## src/rtl/hdng_pid_pkg.sv

```systemverilog
// Shared types and saturation helpers for the heading-correction PID.
package hdng_pkg;

  typedef logic signed [11:0] hdng_t;
  typedef logic signed [11:0] spd_t;
  typedef logic signed [9:0]  err_t;
  typedef logic signed [6:0]  ddiff_t;

  // Clamp a 12-bit heading difference to the 10-bit error range.
  function automatic err_t sat10(input logic signed [11:0] x);
    if (x > 12'sd511)
      return 10'sd511;
    else if (x < -12'sd512)
      return 10'sh200;
    else
      return err_t'(x);
  endfunction

  // Clamp an 11-bit error difference to the 7-bit derivative range.
  function automatic ddiff_t sat7(input logic signed [10:0] x);
    if (x > 11'sd63)
      return 7'sd63;
    else if (x < -11'sd64)
      return 7'sh40;
    else
      return ddiff_t'(x);
  endfunction

  // Clamp a 14-bit speed sum to the 12-bit motor command range.
  function automatic spd_t sat12(input logic signed [13:0] x);
    if (x > 14'sd2047)
      return 12'sd2047;
    else if (x < -14'sd2048)
      return 12'sh800;
    else
      return spd_t'(x);
  endfunction

endpackage

```

## src/rtl/hdng_pid_integ.sv

```systemverilog
// 16-bit signed error integrator: holds on signed overflow, clears while idle.
module pid_integ
  import hdng_pkg::*;
(
  input  logic                clk,
  input  logic                rst_n,
  input  logic                clr,
  input  logic                en,
  input  logic signed [9:0]   err,
  output logic signed [15:0]  integ
);

  logic signed [15:0] integ_q;
  logic signed [15:0] integ_d;
  logic signed [15:0] sum;
  logic               ovf;

  assign sum = integ_q + 16'(err);
  // Overflow only possible when both operands share a sign and the result flips it.
  assign ovf = (integ_q[15] == err[9]) && (sum[15] != integ_q[15]);

  // Next integrator value: clear dominates, then accumulate unless overflowing.
  always_comb begin
    integ_d = integ_q;
    if (clr)
      integ_d = '0;
    else if (en && !ovf)
      integ_d = sum;
  end

  // Integrator register.
  always_ff @(posedge clk or negedge rst_n) begin
    if (!rst_n)
      integ_q <= '0;
    else
      integ_q <= integ_d;
  end

  assign integ = integ_q;

endmodule

```

## src/rtl/hdng_pid.sv

```systemverilog
// Heading-correction PID: heading error -> differential left/right speed commands.
module hdng_pid
  import hdng_pkg::*;
#(
  parameter logic [3:0] P_COEFF        = 4'h3,
  parameter logic [5:0] D_COEFF        = 6'h05,
  parameter int         D_DEPTH        = 2,
  parameter logic [9:0] AT_HDNG_THRESH = 10'd30
) (
  input  logic        clk,
  input  logic        rst_n,
  input  logic        moving,
  input  logic [11:0] dsrd_hdng,
  input  logic [11:0] actl_hdng,
  input  logic        hdng_vld,
  input  logic [10:0] frwrd_spd,
  output logic [11:0] lft_spd,
  output logic [11:0] rght_spd,
  output logic        at_hdng,
  output logic        pid_vld
);

  localparam logic signed [14:0] P_K = 15'(P_COEFF);
  localparam logic signed [14:0] D_K = 15'(D_COEFF);
  localparam logic signed [10:0] TH  = 11'(AT_HDNG_THRESH);

  // Stage-1 state: current error, error from D_DEPTH samples back, history.
  err_t   err_q, err_d;
  err_t   prev_q, prev_d;
  err_t   hist_q [D_DEPTH];
  err_t   hist_d [D_DEPTH];
  logic   v1_q, v1_d;

  // Stage-2 state: registered outputs.
  spd_t   lft_q, lft_d;
  spd_t   rght_q, rght_d;
  logic   at_q, at_d;
  logic   vld_q, vld_d;

  hdng_t  raw;
  err_t   err_sat;
  logic signed [15:0] integ;

  // Heading is circular, so the 12-bit difference is allowed to wrap.
  assign raw     = hdng_t'(actl_hdng - dsrd_hdng);
  assign err_sat = sat10(raw);

  pid_integ u_integ (
    .clk   (clk),
    .rst_n (rst_n),
    .clr   (~moving),
    .en    (hdng_vld),
    .err   (err_sat),
    .integ (integ)
  );

  // Stage 1: capture error and the oldest history entry, shift history.
  always_comb begin
    err_d  = err_q;
    prev_d = prev_q;
    hist_d = hist_q;
    v1_d   = hdng_vld;
    if (hdng_vld) begin
      err_d     = err_sat;
      prev_d    = hist_q[D_DEPTH-1];
      hist_d[0] = err_sat;
      for (int i = 1; i < D_DEPTH; i++)
        hist_d[i] = hist_q[i-1];
    end
  end

  // Stage-1 registers.
  always_ff @(posedge clk or negedge rst_n) begin
    if (!rst_n) begin
      err_q  <= '0;
      prev_q <= '0;
      v1_q   <= 1'b0;
      for (int i = 0; i < D_DEPTH; i++)
        hist_q[i] <= '0;
    end else begin
      err_q  <= err_d;
      prev_q <= prev_d;
      v1_q   <= v1_d;
      hist_q <= hist_d;
    end
  end

  // PID terms from registered values, all carried at 15 bits.
  logic signed [14:0] p_term, i_term, d_term, pid;
  logic signed [15:0] i_shift;
  logic signed [10:0] d_raw;
  ddiff_t             d_sat;
  logic signed [14:0] pid_shift;
  logic signed [11:0] pid12;
  logic signed [13:0] fwd_ext, lft_sum, rght_sum;
  logic signed [10:0] err_w;
  logic               in_band;

  assign p_term    = 15'(err_q) * P_K;
  assign i_shift   = integ >>> 4;
  assign i_term    = 15'(i_shift);
  assign d_raw     = 11'(err_q) - 11'(prev_q);
  assign d_sat     = sat7(d_raw);
  assign d_term    = 15'(d_sat) * D_K;
  assign pid       = p_term + i_term + d_term;
  assign pid_shift = pid >>> 3;
  assign pid12     = 12'(pid_shift);
  assign fwd_ext   = signed'({3'b000, frwrd_spd});
  assign lft_sum   = fwd_ext + 14'(pid12);
  assign rght_sum  = fwd_ext - 14'(pid12);
  assign err_w     = 11'(err_q);
  assign in_band   = (err_w < TH) && (err_w > -TH);

  // Stage 2: update speeds and at_hdng once per stage-1 result, else hold.
  always_comb begin
    lft_d  = lft_q;
    rght_d = rght_q;
    at_d   = at_q;
    vld_d  = v1_q;
    if (v1_q) begin
      at_d = in_band;
      if (moving) begin
        lft_d  = sat12(lft_sum);
        rght_d = sat12(rght_sum);
      end else begin
        lft_d  = '0;
        rght_d = '0;
      end
    end
  end

  // Stage-2 registers.
  always_ff @(posedge clk or negedge rst_n) begin
    if (!rst_n) begin
      lft_q  <= '0;
      rght_q <= '0;
      at_q   <= 1'b0;
      vld_q  <= 1'b0;
    end else begin
      lft_q  <= lft_d;
      rght_q <= rght_d;
      at_q   <= at_d;
      vld_q  <= vld_d;
    end
  end

  assign lft_spd  = lft_q;
  assign rght_spd = rght_q;
  assign at_hdng  = at_q;
  assign pid_vld  = vld_q;

endmodule

```

## config.mk

```make
export PLATFORM = sky130hd
export DESIGN_NAME = hdng_pid
export DESIGN_NICKNAME = d
export VERILOG_FILES = /design/src/rtl/hdng_pid_pkg.sv /design/src/rtl/hdng_pid_integ.sv /design/src/rtl/hdng_pid.sv
export SDC_FILE = /design/constraint.sdc
export NUM_CORES = 1
export LEC_CHECK = 0
export ABC_AREA = 1
export BUFFER_PORTS_ARGS = -buffer_cell sky130_fd_sc_hd__buf_4
export CAP_MARGIN = 40
export CORE_MARGIN = 3
export CORE_UTILIZATION = 40
export DETAILED_ROUTE_END_ITERATION = 12
export MAX_ROUTING_LAYER = met4
export PLACE_DENSITY = 0.68
export SETUP_SLACK_MARGIN = 0.5
export SLEW_MARGIN = 30
export SYNTH_ARGS = -nofsm -noshare
export SYNTH_HDL_FRONTEND = slang
export SYNTH_SLANG_ARGS = --single-unit
```

## constraint.sdc

```tcl
create_clock -name clk -period 8.5 [get_ports clk]
set_input_delay 1.7 -clock clk [delete_from_list [all_inputs] [get_ports clk]]
set_output_delay 1.7 -clock clk [all_outputs]
set_load 0.02 [all_outputs]
```

=== Word level (Yosys, flattened, before mapping) ===
Cells that the tools add are included.

* Add/sub/neg operators: 7
* $mul: 2
* Magnitude comparators: 10
* Equal/unequal tests: 3
* Multiplexer cells: 12
* Reduce and logical (&&, ||, !) cells: 4

{| class="wikitable"
|+ Operator list
! kind !! count
|-
| $mux 12 || 6
|-
| $mux 16 || 2
|-
| $gt 13x12->1 const B || 2
|-
| $lt 13x12->1 const B || 2
|-
| $mux 10 || 2
|-
| $add 16x10->16 || 1
|-
| $add 14x11->15 || 1
|-
| $add 13x12->14 || 1
|-
| $mux 7 || 2
|-
| $add 12x12->13 || 1
|-
| $mul 10x3->13 const B || 1
|-
| $sub 12x12->13 || 1
|-
| $gt 12x10->1 const B || 1
|-
| $lt 12x10->1 const B || 1
|-
| $sub 12x12->12 || 1
|-
| $gt 11x7->1 const B || 1
|-
| $lt 11x7->1 const B || 1
|-
| $mul 7x4->11 const B || 1
|-
| $sub 10x10->11 || 1
|-
| $gt 10x6->1 const B || 1
|-
| $lt 10x6->1 const B || 1
|-
| $logic_and 1x1->1 || 3
|-
| $ne 2x1->1 const B || 1
|-
| $eq 1x1->1 || 1
|-
| other kinds (2) || 2
|}

* Register bits: 73
* Input port bits: 39
* Output and inout bits: 26
* Logic and storage cells: 47

=== Depth between registers and ports, before layout ===
Gate-level depths: netlist (run 1).

* Word-level depth: 11
* Mapped depth: 46
* Gate-level depth less buffers: 46

=== Modules after synthesis ===
A second synthesis (run 1) with hierarchy kept.

* Cell total of the unflattened synthesis: 1,231
* Area total of the unflattened synthesis: 8,488.1 um^2

{| class="wikitable"
|+ By module, submodules not included
! module !! instances !! cells an instance !! area each (um^2) !! seq. area each (um^2)
|-
| hdng_pid || 1 || 973 || 6,851.6 || 1,426.4
|-
| pid_integ || 1 || 258 || 1,636.6 || 400.4
|}

=== Least setup slack after synthesis (run 1) ===
No wires, ideal clock.

* Path type: register to register
* Start point: register, netlist name hist_q[10]
* End point: register lft_q[2] (netlist: lft_spd[2])
* Library setup time: 0.117 ns
* Arrival time: 6.504 ns
* Required time: 8.383 ns
* Setup slack: 1.880 ns
* Stages on the path, launching flop included: 39
* Path buffers: 0
* Clock period less this slack: 6.620 ns
* Cells stage by stage: dfrtp_1 -> inv_1 -> ha_1 -> inv_1 -> fa_1 -> nand3_1 -> nand3_1 -> nand4_1 -> nand2_1 -> nand2_1 -> nand2_1 -> nand2_2 -> inv_1 -> o21ai_1 -> nand2_1 -> ha_1 -> ha_1 -> fa_1 -> (+3 left out) -> ha_1 -> nand2_1 -> o21ai_0 -> nand4_1 -> nand2_1 -> nand2_1 -> o21ai_0 -> xor2_1 -> ha_1 -> inv_1 -> nor3_1 -> nand3_1 -> nand3_1 -> nand3_1 -> o21ai_0 -> nand2_1 -> nand2_1 -> nand2_1

{| class="wikitable"
|+ RTL lines
! element !! line !! RTL
|-
| end signal: assignment || hdng_pid.sv:140 || <nowiki>lft_q <= lft_d;</nowiki>
|-
| end: declaration || hdng_pid.sv:35 || <nowiki>spd_t lft_q, lft_d;</nowiki>
|}

==> results.md, run 1 <==
* Status: completed
* Share of cells above drive strength 1 at 9.39%
* Routability Congestion at 0.978
* Syn Inst Count at 1142
* Async SR Flop Fraction at 100%
* Slew @ Worst Pin at 671 ps
* Seq cells post-synth at 73
* Slowest stage cell on the critical path: fa_1
* Max-slew headroom at 55.2%
* Final Hold Fails at 0
* Post-DRT Antenna Nets at 0
* Pins over their slew limit at 0
* All-Layer GR Usage at 18.9%
* Setup violations, final at 0
* Required time of the critical path at 8740 ps
* Mean Syn Cell Area at 7.08 um2
* Worst-path fanout max at 13
* Most frequent cells in the layout: 337 x nand2_1, 186 x inv_1, 97 x ha_1
* Initial Utilization at 41.1%
* Setup TNS at 0 ps
* Area growth syn-to-layout at 12.7%
* Yosys cell types at 39
* CP max stage delay at 530 ps
* Die height at 148 um
* Final worst-path cycle share at 84.9%
* Clock sinks at 73
* Clock Latency Late Sink at 350 ps
* Max Cap Violations at 0
* Crit-path most repeated cell: nand2_1
* HP Class: reg2reg
* H-tree Lvls at 3
* Top FF cell, synth: dfrtp_1
* Final net count at 1368
* Sequential share of the synthesized area at 22.6%
* Largest net degree at the start of global routing at 47
* # rows at 51
* Syn nets at 1312
* Initial antenna violation count at 0
* Core area at 0.0197 mm2
* Diode count at 0
* Synth Warn # at 0
* Critical path buffers and inverters at 6
* Delay-heaviest family, CP: adder cells
* Clock tree from TritonCTS: built
* DR vias at 7343
* Area of the die at 0.0219 mm2
* Post-Route Skew at 8.47 ps
* EDFF count, synth at 0
* Maximum clock path buffer count at 2
* CTS buffer count at 9
* First-pass GRT wire length at 33.0 mm
* Crit Path Class: reg2reg
* Iter 0 DRT Violations at 529
* Residual DRC at 0
* I/O Pins at 65
* Tmin final at 7220 ps
* Worst-path clk slew at 60 ps
* Die span in x at 148 um
* HPWL Detailed at 16.4 mm
* Worst Setup End Kind: flop
* CTS root buf: clkbuf_16
* Total Wirelength at 19.8 mm
* Drt pass-1 iters at 7
* Maximum clock frequency at 0.139 GHz
* Commonest non-fill, non-tap cell in the layout: nand2_1
* Wire length per cell at 13.5 um
* GR Overflow Total at 0
* Vias per cell at 5.00
* Cell Area, Synth at 0.00808 mm2
* IO buf count at 64
* Vias in the first global route at 6820
* Worst EP arrival at 7460 ps
* Critical path launch point type: flop
* Setup bufs post-CTS at 0
* RSZ-0062 raised after global routing: no
## stage by stage
step	instance area [um2]	hold slack, ps	utilization [%]	setup WS (ps)	instances
floorplan	8080	404	-	1880	1142
global placement	8780	457	44.7	1230	1450
detailed placement	8810	460	44.8	1070	1451
CTS	9090	475	46.3	1040	1467
global route	9110	507	46.3	602	1468
finish	9110	475	46.3	1280	1468
## cell families (layout without fill, tap and decap cells)
family,count (synthesis),in the layout,synth area share (%)
flip-flops,73,73,22.6
buffers and inverters,211,272,10.2
XOR/XNOR,51,51,5.53
adder cells (fa/ha/maj),131,131,23.4
AND/OR/NAND/NOR,547,547,29.4
AO/OA/AOI/OAI,129,129,8.82
## cell usage after synthesis (2+ instances only)
library cell / n / share of area [%]
a21o_1: 2 / 0.19
a21oi_1: 52 / 3.2
a21oi_2: 2 / 0.22
a31oi_1: 3 / 0.23
and2_1: 2 / 0.15
buf_2: 7 / 0.43
buf_4: 3 / 0.28
buf_6: 2 / 0.28
clkbuf_1: 10 / 0.46
dfrtp_1: 73 / 23
fa_1: 34 / 8.4
ha_1: 97 / 15
inv_1: 186 / 8.6
inv_2: 2 / 0.093
nand2_1: 337 / 16
nand2_2: 10 / 0.77
nand3_1: 85 / 5.3
nand3_2: 7 / 0.87
nand3b_1: 6 / 0.56
nand4_1: 23 / 1.8
nor2_1: 62 / 2.9
nor3_1: 6 / 0.37
nor3_2: 2 / 0.25
o211ai_1: 3 / 0.28
o21ai_0: 46 / 2.8
o21ai_1: 4 / 0.25
o21bai_1: 12 / 1.1
o31ai_1: 2 / 0.19
or2_2: 3 / 0.23
xnor2_1: 16 / 1.7
xor2_1: 35 / 3.8
## area by class of cell
type,instances,area (um2)
inverters,189,709
fillers,2049,10500
repair buffers,67,527
clock inverters,5,40.0
multi-input cells,858,5430
clock buffers,11,243
flip-flops and latches,73,1830
well taps,265,332
## worst paths after layout
check,start,to,slack [ps],depth (start not counted)
min in group asynchronous,rst_n,lft_spd[5]$_DFFE_PN0P_,1130,1
max in group asynchronous,rst_n,u_integ.integ[9]$_DFFE_PN0P_,6570,3
worst max-delay path,hist_q[10]$_DFFE_PN0P_,lft_spd[6]$_DFFE_PN0P_,1280,38
worst min-delay path,rght_spd[0]$_DFFE_PN0P_,rght_spd[0]$_DFFE_PN0P_,470,2
worst max register to register,hist_q[10]$_DFFE_PN0P_,lft_spd[6]$_DFFE_PN0P_,1280,38
worst min register to register,rght_spd[0]$_DFFE_PN0P_,rght_spd[0]$_DFFE_PN0P_,470,2
## tightest hold or removal path, cell delays in order, from the launching register on
cell and delay (ps):
dfrtp_1 340, nand2_1 50, nand2_1 50
## layer usage
metal / part of all wire [%] / global-route usage [%] / up-vias
met5: 0 / - / -
met4: 2.4 / 5.50 / 0
met3: 4.1 / 3.02 / 35
met2: 45 / 29.2 / 165
met1: 48 / 25.8 / 3396
li1: - / - / 3747
## sequential cells by signal, summed over array words and instances (netlist names)
| register | cells |
|---|---|
| u_integ.integ | 16 |
| rght_spd | 12 |
| lft_spd | 12 |
| prev_q | 10 |
| pid_vld | 1 |
| hist_q | 20 |
| at_hdng | 1 |
| v1_q | 1 |
## repair_timing
action	in CTS	in global routing
setup endpoints to repair	0	11
resized for setup	0	3
hold buffers	0	0
Power of run 1 is not shown: default switching activity piles up to over one toggle a cycle in this logic, so the estimate is an artifact.
==> run 2: changes to the inputs <==
--- a/config.mk
+++ b/config.mk
@@ -5,14 +5,14 @@
 export SDC_FILE = /design/constraint.sdc
 export NUM_CORES = 1
 export LEC_CHECK = 0
-export ABC_AREA = 1
+export ABC_AREA = 0
 export BUFFER_PORTS_ARGS = -buffer_cell sky130_fd_sc_hd__buf_4
 export CAP_MARGIN = 40
 export CORE_MARGIN = 3
 export CORE_UTILIZATION = 40
 export DETAILED_ROUTE_END_ITERATION = 12
 export MAX_ROUTING_LAYER = met4
-export PLACE_DENSITY = 0.68
+export PLACE_DENSITY = 0.7
 export SETUP_SLACK_MARGIN = 0.5
 export SLEW_MARGIN = 30
 export SYNTH_ARGS = -nofsm -noshare
==> constraint.sdc (replaced) <==
create_clock -name clk -period 6.23 [get_ports clk]
set_input_delay 1.246 -clock clk [delete_from_list [all_inputs] [get_ports clk]]
set_output_delay 1.246 -clock clk [all_outputs]
set_load 0.02 [all_outputs]
==> results.md, run 2 <==
* Wire length per cell at 14.2 um
* Mean Syn Cell Area at 8.88 um2
* Post-Route Skew at 12.3 ps
* Yosys cell types at 67
* Tmin final at 7230 ps
* Worst setup margin at -995 ps
* Slew @ Worst Pin at 787 ps
* Flop2flop setup slack at -1000 ps
* Die height at 142 um
* Area leader, netlist: dfrtp_1
* GR Overflow Total at 0
* Top cells by area, synth: dfrtp_1 25%, ha_1 16%, fa_1 9.2%
* Share of cells above drive strength 1 at 31.2%
* Vias per cell at 5.15
* Area of the die at 0.0202 mm2
* Crit Path Class: reg2reg
* Final net count at 1204
* Crit-path most repeated cell: a21o_1
* Drt pass-1 iters at 4
* Status: finished, violations left
* Core Util, Final at 54.6%
* Routability Congestion at 0.899
* Pins over their slew limit at 0
* R2R Path End: lft_spd[7]$_DFFE_PN0P_
* EDFF count, synth at 0
* Max-slew headroom at 47.5%
* Iter 0 DRT Violations at 290
* Max Cap Violations at 0
* Delay-heaviest family, CP: compound AO/OA/AOI/OAI gates
* RSZ-0062 raised after global routing: yes
* I/O Pins at 65
* H-tree Lvls at 3
* Worst Reg2Reg Path Length in Cells at 39
* Hold path endpoint: prev_q[6]$_DFFE_PN0P_
* Initial Utilization at 41.0%
* Worst EP arrival at 7470 ps
* Total Wirelength at 18.0 mm
* Vias in the first global route at 6508
* Synth Warn # at 0
* Required time of the critical path at 6470 ps
* Core area at 0.0181 mm2
* Largest Register: hist_q
* Syn nets at 1005
* Clock sinks at 73
* Worst-path clk slew at 70 ps
* Diode count at 0
* Place WS at -1190 ps
* CP max stage delay at 530 ps
* IO buf count at 64
* Post-DRT Antenna Nets at 0
* Residual DRC at 0
* # rows at 49
* Initial antenna violation count at 0
* Critical path launch point type: flop
* Clock Latency Late Sink at 360 ps
* Hold Path Origin: hist_q[6]$_DFFE_PN0P_
* Violations in the final reports: setup timing
* Max reg flops at 20
* Seq cells post-synth at 73
* Largest net degree at the start of global routing at 54
* Cell Area, Synth at 0.00741 mm2
* Final worst-path cycle share at 116%
* HP Class: reg2reg
* Top FF cell, synth: dfrtp_1
* Clock tree from TritonCTS: built
* Share of the synthesized area in the top cell type at 24.6%
* Hold Path Cell Cnt at 2
* CTS buffer count at 9
* Sequential share of the synthesized area at 24.6%
* CTS root buf: clkbuf_16
* Critical path buffers and inverters at 8
* Post-synth top cells: 131 x inv_1, 97 x ha_1, 73 x dfrtp_1
* Commonest non-fill, non-tap cell in the layout: buf_4
* Most frequent cells in the layout: 205 x buf_4, 125 x inv_1, 89 x ha_1
* Slowest stage cell on the critical path: fa_1
* Async SR Flop Fraction at 100%
* Maximum clock path buffer count at 2
* Worst Setup End Kind: flop
* Setup violations, final at 24
* Die span in x at 142 um
* DR vias at 6536
* First-pass GRT wire length at 30.2 mm
* All-Layer GR Usage at 18.9%
* Final Hold Fails at 0
* Maximum clock frequency at 0.138 GHz
* Count leader, synth: inv_1
* Worst flop-to-flop path startpoint: hist_q[10]$_DFFE_PN0P_
* Worst-path fanout max at 4
* HPWL Detailed at 14.2 mm
* Syn Inst Count at 835
* Area growth syn-to-layout at 33.1%
run 2: kinds of logic (layout without fill, tap and decap cells):
logic type	count (synthesis)	in the layout	synth area share, %
buffers and inverters	155	359	8.04
muxes	15	15	2.25
xor gates and xnor gates	60	60	7.19
and+or+nand+nor	172	172	11.2
AOI/OAI and AO/OA	229	229	21.2
adders and majority gates	131	131	25.6
DFF	73	73	24.6
run 2: what timing repair did:
action	in CTS	in global routing
setup buffers	12	4
pin swaps	33	9
hold buffers	0	0
gates resized for setup	41	14
setup endpoints to repair	24	39
run 2: cell type report:
type	count	area, um2
clock inverters	6	65.1
well taps	229	287
repair buffers	211	1610
multi-input cells	607	5350
clock buffers	10	239
flip-flops and latches	73	1830
fillers	1584	8220
inverters	132	495
run 2: how the worst max path moves through the flow:
stage          cells past startpoint                   start  slack [ps]                     end
2_1_floorplan                     39  hist_q[10]$_DFFE_PN0P_       -1160  lft_spd[1]$_DFFE_PN0P_
4_1_cts                           39  hist_q[10]$_DFFE_PN0P_       -1010  lft_spd[7]$_DFFE_PN0P_
3_3_place_gp                      37  hist_q[10]$_DFFE_PN0P_       -1010  lft_spd[3]$_DFFE_PN0P_
6_report                          39  hist_q[10]$_DFFE_PN0P_       -1000  lft_spd[7]$_DFFE_PN0P_
5_1_grt                           38  hist_q[10]$_DFFE_PN0P_       -1330  lft_spd[5]$_DFFE_PN0P_
3_5_place_dp                      37  hist_q[10]$_DFFE_PN0P_       -1190  lft_spd[6]$_DFFE_PN0P_
run 2: routing by layer:
metal	GRT usage, %	share of wire [%]
met4	5.96	2.3
met1	22.1	44
met5	-	0
met2	32.7	50
met3	3.60	4.2
run 2: tightest hold or removal path, cell delays in order (launching register included):
cell	delay [ps]
dfrtp_1	340
nand2_1	50
o21ai_0	60
run 2: stage by stage:
step	instance area, um2	std cells	setup TNS, ps	hold slack (ps)
2_1_floorplan	7590	835	-24920	372
5_1_grt	9870	1268	-30630	509
3_5_place_dp	9200	1236	-25400	467
6_report	9870	1268	-22120	479
3_3_place_gp	9200	1236	-22350	456
4_1_cts	9760	1264	-23000	481
Power of run 2 is left out for the same reason.
==> run 3: changes to the inputs <==
--- a/config.mk
+++ b/config.mk
@@ -8,11 +8,13 @@
 export ABC_AREA = 0
 export BUFFER_PORTS_ARGS = -buffer_cell sky130_fd_sc_hd__buf_4
 export CAP_MARGIN = 40
+export CELL_PAD_IN_SITES_DETAIL_PLACEMENT = 0
+export CELL_PAD_IN_SITES_GLOBAL_PLACEMENT = 1
 export CORE_MARGIN = 3
 export CORE_UTILIZATION = 40
 export DETAILED_ROUTE_END_ITERATION = 12
 export MAX_ROUTING_LAYER = met4
-export PLACE_DENSITY = 0.7
+export PLACE_DENSITY = 0.85
 export SETUP_SLACK_MARGIN = 0.5
 export SLEW_MARGIN = 30
 export SYNTH_ARGS = -nofsm -noshare
==> results.md, run 3 (same netlist as run 2, synthesis figures left out) <==
* Status: finished, violations left
* Violations in the final reports: setup timing
* Max-slew headroom at 49.1%
* Post-DP Area at 0.00922 mm2
* Slew @ Worst Pin at 763 ps
* Setup TNS at -23330 ps
* Total Wirelength at 18.8 mm
* Slowest stage cell on the critical path: fa_1
* Crit Path Class: reg2reg
* Tmin final at 7260 ps
* Die height at 142 um
* RSZ-0062 raised after global routing: yes
* Clock tree from TritonCTS: built
* Multi-input combinational cell area at 0.00547 mm2
* Final net count at 1214
* R2R Path End: lft_spd[7]$_DFFE_PN0P_
* Hold-fix buffers, CTS at 0
* CP Launch Point: hist_q[10]$_DFFE_PN0P_
* Required time of the critical path at 6530 ps
* Die span in x at 142 um
* Worst-path clk slew at 60 ps
* Post-DRT Antenna Nets at 0
* Area of the die at 0.0202 mm2
* H-tree Lvls at 3
* Worst setup margin at -1030 ps
* Critical path launch point type: flop
* CTS root buf: clkbuf_16
* Vias in the first global route at 6663
* # fillers at 1576
* Final worst-path cycle share at 116%
* Worst-path fanout max at 5
* Max Cap Violations at 0
* Pins over their slew limit at 0
* Maximum clock frequency at 0.138 GHz
* Residual DRC at 0
* Post-Route Skew at 11.8 ps
* Diode count at 0
* M1 WL at 8.30 mm
* HP Class: reg2reg
* Wire length per cell at 14.7 um
* Clock sinks at 73
* Final Hold Fails at 0
* Drt pass-1 iters at 5
* Vias per cell at 5.17
* Worst Setup End Kind: flop
* Wire length on met2 at 9.32 mm
* HPWL Detailed at 14.7 mm
* Setup violations, final at 24
* Flop2flop setup slack at -1030 ps
* Core area at 0.0181 mm2
* Initial Utilization at 41.0%
* GR Overflow Total at 0
* Worst Reg2Reg Path Length in Cells at 38
* Worst flop-to-flop path startpoint: hist_q[10]$_DFFE_PN0P_
* All-Layer GR Usage at 19.8%
* First-pass GRT wire length at 31.5 mm
* Iter 0 DRT Violations at 358
* Crit-path most repeated cell: a21o_1
* Register area at 0.00183 mm2
* Worst EP arrival at 7550 ps
* CP max stage delay at 530 ps
* # rows at 49
* DR vias at 6605
* Place WS at -1230 ps
* IO buf count at 64
* Hold Path Cell Cnt at 2
* Initial antenna violation count at 0
* Maximum clock path buffer count at 2
* Core Util, Final at 55.5%
* Routability Congestion at 0.857
* Most frequent cells in the layout: 213 x buf_4, 125 x inv_1, 87 x ha_1
* Hold path endpoint: prev_q[3]$_DFFE_PN0P_
* Largest net degree at the start of global routing at 42
* Largest Register: hist_q
* Area growth syn-to-layout at 35.6%
* I/O Pins at 65
* Uppermost layer routed: met4
* Clock Latency Late Sink at 350 ps
* Hold Path Origin: hist_q[3]$_DFFE_PN0P_
* Commonest non-fill, non-tap cell in the layout: buf_4
* Metal3 WL at 724 um
* Share of cells above drive strength 1 at 31.9%
* Max reg flops at 20
* Post-layout instance area at 0.0100 mm2
* CTS buffer count at 9
## run 3: cell types whose count changed in the layout (fill, tap and decap cells not counted), moves of 3 or more
cell     change
buf_4        +8
a21oi_4      +5
a21oi_2      -4
o21ai_0      -4
nor2_1       +3
o21ai_1      +3
## run 3: critical path, delay by kind of cell, from the launching register on
kind | cells | cell delay [ps]
AOI/OAI and AO/OA | 17 | 2940
xor gates and xnor gates | 2 | 290
adders and majority gates | 8 | 2730
buffers and inverters | 7 | 460
DFF | 1 | 380
muxes | 1 | 90
and+or+nand+nor | 3 | 330
## run 3: worst max-delay path by stage
stage | slack [ps] | endpoint | cells after the start
global placement | -1010 | lft_spd[2]$_DFFE_PN0P_ | 37
CTS | -970 | lft_spd[3]$_DFFE_PN0P_ | 37
floorplan | -1160 | lft_spd[1]$_DFFE_PN0P_ | 39
finish | -1030 | lft_spd[7]$_DFFE_PN0P_ | 38
detailed placement | -1230 | lft_spd[3]$_DFFE_PN0P_ | 37
global route | -1370 | lft_spd[2]$_DFFE_PN0P_ | 33
## run 3: layout make-up
cell class                 count  area share [%]
clock buffer                  10            2.28
clock inverter                 6           0.673
inverter                     132            4.93
multi-input combinational    609            54.4
sequential                    73            18.2
tap                          229            2.85
timing repair buffer         219            16.7
## run 3: layer usage
layer	global-route usage (%)	vias to the layer above
met4	6.67	0
met1	24.0	3109
met5	-	-
met3	3.46	29
li1	-	3314
met2	33.2	153
## run 3: what timing repair did
| item | CTS | global route |
|---|---|---|
| cloned | 3 | 0 |
| setup buffers | 13 | 9 |
| endpoints found under the setup margin | 27 | 39 |
| pin swaps | 34 | 14 |
| resized for setup | 43 | 27 |
## run 3: through the flow
step	hold slack [ps]	instances
finish	478	1278
global route	501	1278
CTS	482	1269
detailed placement	467	1237
global placement	458	1236
floorplan	372	835
Power of run 3 is left out for the same reason.
